[src/rtl/pipe_hazard_ctrl_pkg.sv]
// ============================================================================
// pipe_hazard_ctrl_pkg : shared hazard-control definitions (entry layout, fwd codes)
// Revision: 1.0
// ============================================================================
`default_nettype none

package pipe_hazard_ctrl_pkg;

    localparam int HZ_RAW = 5;

    localparam logic [1:0] FWD_RF   = 2'b00;
    localparam logic [1:0] FWD_WB   = 2'b01;
    localparam logic [1:0] FWD_MEM  = 2'b10;
    localparam logic [1:0] FWD_LOAD = 2'b11;

    typedef struct packed {
        logic              valid;
        logic [HZ_RAW-1:0] rd;
        logic              regwrite;
        logic              memread;
        logic [HZ_RAW-1:0] rs1;
        logic [HZ_RAW-1:0] rs2;
        logic              rs1_used;
        logic              rs2_used;
    } hz_entry_t;

    localparam int HZ_ENTRY_W = $bits(hz_entry_t);

    // x0 is hard-wired zero, so it can never be a forwarding source.
    function automatic logic is_producer(input hz_entry_t e);
        return e.valid && e.regwrite && (e.rd != '0);
    endfunction

    function automatic logic [1:0] fwd_sel(input logic [HZ_RAW-1:0] src,
                                           input logic              used,
                                           input hz_entry_t         mem,
                                           input hz_entry_t         wb,
                                           input logic              load_fwd);
        logic [1:0] sel;
        sel = FWD_RF;
        if (used) begin
            if (is_producer(mem) && (mem.rd == src)) begin
                sel = (mem.memread && load_fwd) ? FWD_LOAD : FWD_MEM;
            end else if (is_producer(wb) && (wb.rd == src)) begin
                sel = FWD_WB;
            end
        end
        return sel;
    endfunction

endpackage

`default_nettype wire

[src/rtl/pipe_hazard_ctrl_stage.sv]
// ============================================================================
// hz_stage_reg : one shadow-pipeline entry with hold, bubble-flush and reset
// Revision: 1.0
// ============================================================================
`default_nettype none

module hz_stage_reg
    import pipe_hazard_ctrl_pkg::*;
(
    input  logic                  clk_i,
    input  logic                  reset_i,
    input  logic                  hold_i,
    input  logic                  flush_i,
    input  logic [HZ_ENTRY_W-1:0] d_i,
    output logic [HZ_ENTRY_W-1:0] q_o
);

    logic [HZ_ENTRY_W-1:0] entry_q;
    logic [HZ_ENTRY_W-1:0] entry_d;

    // Hold wins over flush: a stalled EX unit freezes even a pending bubble.
    always_comb begin
        entry_d = entry_q;
        if (hold_i) begin
            entry_d = entry_q;
        end else if (flush_i) begin
            entry_d = '0;
        end else begin
            entry_d = d_i;
        end
    end

    always_ff @(posedge clk_i) begin
        if (reset_i) begin
            entry_q <= '0;
        end else begin
            entry_q <= entry_d;
        end
    end

    assign q_o = entry_q;

endmodule

`default_nettype wire

[src/rtl/pipe_hazard_ctrl.sv]
// ============================================================================
// pipe_hazard_ctrl : stall/flush/forwarding control for a 5-stage in-order pipe
// Revision: 1.0
// ============================================================================
`default_nettype none

module pipe_hazard_ctrl
    import pipe_hazard_ctrl_pkg::*;
#(
    parameter int REG_AW   = 5,
    parameter int CNT_W    = 16,
    parameter int LOAD_FWD = 0
) (
    input  logic              clk_i,
    input  logic              reset_i,
    input  logic              id_valid_i,
    input  logic [REG_AW-1:0] id_rs1_i,
    input  logic [REG_AW-1:0] id_rs2_i,
    input  logic              id_rs1_used_i,
    input  logic              id_rs2_used_i,
    input  logic [REG_AW-1:0] id_rd_i,
    input  logic              id_regwrite_i,
    input  logic              id_memread_i,
    input  logic              ex_redirect_i,
    input  logic              ex_busy_i,
    output logic              pc_hold_o,
    output logic              ifid_hold_o,
    output logic              ifid_flush_o,
    output logic              idex_flush_o,
    output logic              exmem_hold_o,
    output logic [1:0]        fwd_a_o,
    output logic [1:0]        fwd_b_o,
    output logic [CNT_W-1:0]  stall_cnt_o,
    output logic [CNT_W-1:0]  flush_cnt_o
);

    hz_entry_t w_id_entry;
    hz_entry_t w_ex;
    hz_entry_t w_mem;
    hz_entry_t w_wb;

    logic w_load_use;
    logic w_busy;
    logic w_redirect;
    logic w_lu_stall;

    logic [CNT_W-1:0] stall_cnt_q, stall_cnt_d;
    logic [CNT_W-1:0] flush_cnt_q, flush_cnt_d;

    always_comb begin
        w_id_entry          = '0;
        w_id_entry.valid    = id_valid_i;
        w_id_entry.rd       = HZ_RAW'(id_rd_i);
        w_id_entry.regwrite = id_regwrite_i;
        w_id_entry.memread  = id_memread_i;
        w_id_entry.rs1      = HZ_RAW'(id_rs1_i);
        w_id_entry.rs2      = HZ_RAW'(id_rs2_i);
        w_id_entry.rs1_used = id_rs1_used_i;
        w_id_entry.rs2_used = id_rs2_used_i;
    end

    assign w_load_use = (LOAD_FWD == 0) && id_valid_i && is_producer(w_ex) && w_ex.memread
                        && ((id_rs1_used_i && (w_ex.rd == w_id_entry.rs1))
                         || (id_rs2_used_i && (w_ex.rd == w_id_entry.rs2)));

    // Priority: busy freezes everything, then redirect, then load-use.
    assign w_busy     = ex_busy_i;
    assign w_redirect = ex_redirect_i && !ex_busy_i;
    assign w_lu_stall = w_load_use && !ex_redirect_i && !ex_busy_i;

    assign pc_hold_o    = w_busy || w_lu_stall;
    assign ifid_hold_o  = w_busy || w_lu_stall;
    assign ifid_flush_o = w_redirect;
    assign idex_flush_o = w_redirect || w_lu_stall;
    assign exmem_hold_o = w_busy;

    assign fwd_a_o = fwd_sel(w_ex.rs1, w_ex.rs1_used, w_mem, w_wb, LOAD_FWD != 0);
    assign fwd_b_o = fwd_sel(w_ex.rs2, w_ex.rs2_used, w_mem, w_wb, LOAD_FWD != 0);

    hz_stage_reg u_ex (
        .clk_i   (clk_i),
        .reset_i (reset_i),
        .hold_i  (w_busy),
        .flush_i (w_redirect || w_lu_stall || !id_valid_i),
        .d_i     (w_id_entry),
        .q_o     (w_ex)
    );

    hz_stage_reg u_mem (
        .clk_i   (clk_i),
        .reset_i (reset_i),
        .hold_i  (w_busy),
        .flush_i (1'b0),
        .d_i     (w_ex),
        .q_o     (w_mem)
    );

    hz_stage_reg u_wb (
        .clk_i   (clk_i),
        .reset_i (reset_i),
        .hold_i  (w_busy),
        .flush_i (1'b0),
        .d_i     (w_mem),
        .q_o     (w_wb)
    );

    // Source fields of the older entries are carried only for debug visibility.
    logic w_unused_fields;
    assign w_unused_fields = ^{w_mem.rs1, w_mem.rs2, w_mem.rs1_used, w_mem.rs2_used,
                               w_wb.rs1, w_wb.rs2, w_wb.rs1_used, w_wb.rs2_used, w_wb.memread};

    always_comb begin
        stall_cnt_d = stall_cnt_q;
        flush_cnt_d = flush_cnt_q;
        if ((w_busy || w_lu_stall) && (stall_cnt_q != '1)) begin
            stall_cnt_d = stall_cnt_q + 1'b1;
        end
        if (w_redirect && (flush_cnt_q != '1)) begin
            flush_cnt_d = flush_cnt_q + 1'b1;
        end
    end

    always_ff @(posedge clk_i) begin
        if (reset_i) begin
            stall_cnt_q <= '0;
            flush_cnt_q <= '0;
        end else begin
            stall_cnt_q <= stall_cnt_d;
            flush_cnt_q <= flush_cnt_d;
        end
    end

    assign stall_cnt_o = stall_cnt_q;
    assign flush_cnt_o = flush_cnt_q;

endmodule

`default_nettype wire

[config.mk]
export PLATFORM = sky130hd
export DESIGN_NAME = pipe_hazard_ctrl
export DESIGN_NICKNAME = d
export VERILOG_FILES = /design/src/rtl/pipe_hazard_ctrl_pkg.sv /design/src/rtl/pipe_hazard_ctrl_stage.sv /design/src/rtl/pipe_hazard_ctrl.sv
export SDC_FILE = /design/constraint.sdc
export NUM_CORES = 1
export LEC_CHECK = 0
export ABC_AREA = 1
export CAP_MARGIN = 20
export CORE_MARGIN = 4
export CORE_UTILIZATION = 57
export DETAILED_ROUTE_END_ITERATION = 10
export PLACE_DENSITY = 0.84
export SKIP_LAST_GASP = 1
export SYNTH_ARGS = -nofsm -noshare
export SYNTH_HDL_FRONTEND = slang
export SYNTH_SLANG_ARGS = --single-unit
[constraint.sdc]
create_clock -name clk_i -period 3.8 [get_ports clk_i]
set_clock_uncertainty 0.15 [all_clocks]
set_input_delay 0.95 -clock clk_i [delete_from_list [all_inputs] [get_ports clk_i]]
set_output_delay 0.95 -clock clk_i [all_outputs]
set_load 0.05 [all_outputs]
# [Word-level counts from Yosys, hierarchy flattened]
# Cells that the tools add are included.
[op_classes] reduce_logical=30 addsub=2 n_mux=7 n_eq_ne=8
[op_table] operator="$add A16 B1 Y16 const B" n=2
[op_table] operator="$ne A16 B16 Y1 const B" n=2
[op_table] operator="$eq A5 B5 Y1" n=6
[op_table] operator="$logic_and A1 B1 Y1" n=20
[op_table] operator="$mux W20" n=1
[op_table] operator="$reduce_bool A5 Y1" n=3
[op_table] operator="$mux W2" n=4
[op_table] operator="$logic_or A1 B1 Y1" n=4
[op_table] operator="$logic_not A1 Y1" n=3
[op_table] operator="$mux W1" n=2
[word_totals] reg_bits=92

# [Depth between registers and ports, before layout]
# Gate-level depths: netlist of the first run.
[depth] word_depth=10 ltp_mapped=13 ltp_nobuf=12

# [Hierarchy]
# Synthesis of the first run repeated with hierarchy kept, for this count alone.
[unflattened] hier_cells=639 area_unflattened_um2=4813.4
[by_module_without_submodules] module="hz_stage_reg" cells_per_inst=87 area_each_um2=824.5 seq_area_each_um2=400.4 n_inst=3
[by_module_without_submodules] module="pipe_hazard_ctrl" cells_per_inst=378 area_each_um2=2339.7 seq_area_each_um2=640.6 n_inst=1

# [Worst setup path after synthesis of the first run]
# OpenSTA, ideal clock, no wires.
[synth_path] path_kind="input -> output" from="input id_rs2_i[0]" to="output idex_flush_o" setup_slack_ns=0.400 path_buffers=1 arrival_ns=2.300 stages=9 cell_sequence="inv_1 -> nand2_1 -> nand2_1 -> nor2_1 -> nand3_1 -> nand2_1 -> nand2_1 -> buf_2 -> a21oi_1"
[synth_between] elab_chain_len=7
[synth_rtl] element="start, declared" line="pipe_hazard_ctrl.sv:18" text="input logic [REG_AW-1:0] id_rs2_i,"
[synth_rtl] element="$eq A5 B5 Y1" line="pipe_hazard_ctrl.sv:64" text="|| (id_rs2_used_i && (w_ex.rd == w_id_entry.rs2)));"
[synth_rtl] element="$logic_and A1 B1 Y1" line="pipe_hazard_ctrl.sv:64"
[synth_rtl] element="$logic_or A1 B1 Y1" line="pipe_hazard_ctrl.sv:64"
[synth_rtl] element="$logic_and A1 B1 Y1" line="pipe_hazard_ctrl.sv:63" text="&& ((id_rs1_used_i && (w_ex.rd == w_id_entry.rs1))"
[synth_rtl] element="$logic_and A1 B1 Y1 (2 in series)" line="pipe_hazard_ctrl.sv:69" text="assign w_lu_stall = w_load_use && !ex_redirect_i && !ex_busy_i;"
[synth_rtl] element="$logic_or A1 B1 Y1" line="pipe_hazard_ctrl.sv:74" text="assign idex_flush_o = w_redirect || w_lu_stall;"
[synth_rtl] element="end, declared" line="pipe_hazard_ctrl.sv:29" text="output logic idex_flush_o,"
# No other way between the ends.

# [Worst setup path in the final report of the first run]
[layout_path] from="input id_rs2_i[2]" to="output idex_flush_o"
# Same word-level chain as after synthesis.

==> run summary, run 1 <==
outcome: finished clean
IO Port Bufs: 64
htree depth: 3
Die Width: 87.7 µm
fin crit period: 3.57 ns
Net Sw Power: 0.000380 W
synth-to-layout area growth: 24.9%
layout cells sized above 1: 8.86%
Pleak: 1.75 nW
Root Driver: clkbuf_8
total CTS buffers: 9
Hold Buf Count CTS: 0
warnings from Yosys: 0
Final Hold Fails: 0
register clock-pin slew on the reported worst setup and hold paths: 0.07 ns
Startpoint Class: primary input
setup tns final: 0 ns
Ant. Diodes: 0
Post-route DRC: 0
fin crit share: 93.9%
Post-synth ARST share: 0%
vias in the first global route: 3475
Post-CTS Setup Inserts: 0
Cell Int Power: 0.00113 W
Seq pwr share: 48.3%
Worst Hold Class: reg2reg
clk_lat worst skew: 0.33 ns
clock group share of total power: 40.0%
initial antenna violation count: 0
CTS max path bufs: 2
Total GRT Usage: 26.0%
Crit Path Max Fanout: 4
Arrival @ worst endpoint: 2.47 ns
Iter 0 DRT Violations: 282
Overflow after GRT: 0
WS Path Type: in2out
io pins: 65
post-cts sizing count: 0
drt total wl: 9.52 mm
largest area contributor in the netlist: dfxtp_1
first-pass GRT wire length: 16.0 mm
#FFs+latches synth: 66
CORE AREA: 6060 µm²
Rel. slew slack: 48.3%
syn nets: 554
Sw Share: 25.1%
Initial Util: 59.8%
DR vias: 3700
die span in y: 87.7 µm
sequential cell area fraction in the yosys report: 36.5%
Tot Pwr: 0.00151 W
gpl congestion: 0.894
clk sinks: 66
fmax: 280 MHz
Slew @ Worst Pin: 0.775 ns
mapped cell area: 3620 µm²
EDFF count, synth: 0
largest net degree at the start of global routing: 41
Synth Instances: 528
FILL cells: 501
RSZ-0062 raised after global routing: false
drt pass-1 iters: 5
synth top area cells: dfxtp_1 36%, nand2_1 12%, a21oi_1 6.6%, xor2_1 5.8%, nand3_1 5.5%
Avg Cell Area, Syn: 6.86 µm²
MaxCap Viol Count: 0
die area: 7700 µm²
P per Cell Area: 335 nW/µm²
library cells used by synthesis: 31
row count: 28
hold slack: 0.319 ns
Post-synth top flop: dfxtp_1
vias per cell: 5.59
worst slack, placed: 0.251 ns
wire per inst: 14.4 µm
Slew Viols, Final: 0
combinational share of power: 11.7%
post-route ant nets: 0
maximum VDD drop: 0.226 mV
CTS tree: yes
Critical Path RT: 2.70 ns
setup ws final: 0.232 ns
final setup fails: 0
Synth top area share: 36.5%
hpwl dp: 6.78 mm
final net count: 609
crit path capture type: output port
==> per-layer routing <==
layer | global-route usage, % | routed length [µm] | up-vias
met2 | 42.9 | 4710 | 135
met3 | 5.27 | 516 | 24
met1 | 33.2 | 4090 | 1700
met4 | 10.6 | 201 | 0
li1 | - | - | 1841
met5 | 0 | 0 | -
==> final cells by class <==
type                       instances  area, µm²  area share, %
inverter                          52        196           4.34
sequential                        66       1320           29.2
clock inverter                     2       35.0          0.774
tap                               75       93.8           2.07
clock buffer                      13        169           3.73
multi-input combinational        383       1970           43.5
timing repair buffer              71        743           16.4
==> registers in the layout, summed over array words and instances (netlist names) <==
| register | cells |
|---|---|
| stall_cnt_o | 16 |
| u_mem.q_o | 7 |
| u_wb.q_o | 7 |
| u_ex.q_o | 20 |
| flush_cnt_o | 16 |
==> power by group through the flow <==
stage	registers, W	logic [W]	clock network, W
2_1_floorplan	0.000751	0.000102	0
3_3_place_gp	0.000745	0.000171	0
3_5_place_dp	0.000746	0.000176	0
4_1_cts	0.000731	0.000177	0.000610
5_1_grt	0.000733	0.000195	0.000643
6_report	0.000731	0.000178	0.000605
==> kinds of logic after synthesis <==
group	Yosys count	share of synthesized area, %
buffers and inverters	79	9.25
adders and majority gates	2	0.690
AOI/OAI and AO/OA	81	12.2
xor gates and xnor gates	35	8.46
DFF	66	36.5
and+or+nand+nor	265	32.9
==> final timing paths <==
check	slack (ns)	endpoint	from	depth (start not counted)
max reg2reg	1.57	flush_cnt_o[10]	flush_cnt_o[0]	9
min reg2reg	0.32	u_ex.q_o[12]	u_ex.q_o[12]	2
min	0.32	u_ex.q_o[12]	u_ex.q_o[12]	2
max	0.23	idex_flush_o	id_rs2_i[2]	10
==> synth_stat cells, drive strengths merged, types with 2 or more instances <==
master,number
nor3,18
clkbuf,16
nand2,122
xor2,24
a21oi,58
dfxtp,66
xnor2,11
nor2,52
ha,2
nor4,4
buf,11
o21ai,23
inv,50
clkinv,2
nand3,40
nand4,25
==> stage by stage <==
| stage | utilization (%) | cell area [µm²] | cells |
|---|---|---|---|
| floorplan | - | 3620 | 528 |
| global placement | 71.3 | 4320 | 647 |
| detailed placement | 71.3 | 4320 | 647 |
| CTS | 74.7 | 4530 | 662 |
| global route | 74.7 | 4530 | 662 |
| finish | 74.7 | 4530 | 662 |
==> cells in the final DEF (no fill, tap or decap), types with 2 or more instances in the layout <==
| cell | count |
|---|---|
| a21oi_1 | 48 |
| a21oi_2 | 10 |
| buf_12 | 5 |
| buf_4 | 7 |
| clkbuf_8 | 12 |
| clkdlybuf4s50_1 | 59 |
| clkinv_2 | 2 |
| dfxtp_1 | 66 |
| ha_1 | 2 |
| inv_1 | 43 |
| inv_2 | 7 |
| nand2_1 | 119 |
| nand2_2 | 2 |
| nand3_1 | 40 |
| nand4_1 | 24 |
| nor2_1 | 51 |
| nor3_1 | 16 |
| nor3_2 | 2 |
| nor4_1 | 4 |
| o21ai_0 | 20 |
| o21ai_1 | 3 |
| xnor2_1 | 11 |
| xor2_1 | 24 |
==> worst max-delay path, cell delays in order <==
cell and delay, ns:
clkdlybuf4s50_1 0.51, inv_1 0.07, nand2_1 0.07, nand2_1 0.05
nor2_1 0.10, nand3_1 0.09, nand2_1 0.08, nand2_1 0.10
a21oi_1 0.27, buf_12 0.18
No activity file was read; power rests on OpenSTA's default activity.
==> inputs of run 2 (changes only) <==
--- a/config.mk
+++ b/config.mk
@@ -15,3 +15,4 @@
 export SYNTH_ARGS = -nofsm -noshare
 export SYNTH_HDL_FRONTEND = slang
 export SYNTH_SLANG_ARGS = --single-unit
+export TNS_END_PERCENT = 100
==> results of run 2 <==
Same layout as run 1: the final DEF is identical, and so are final timing and power.
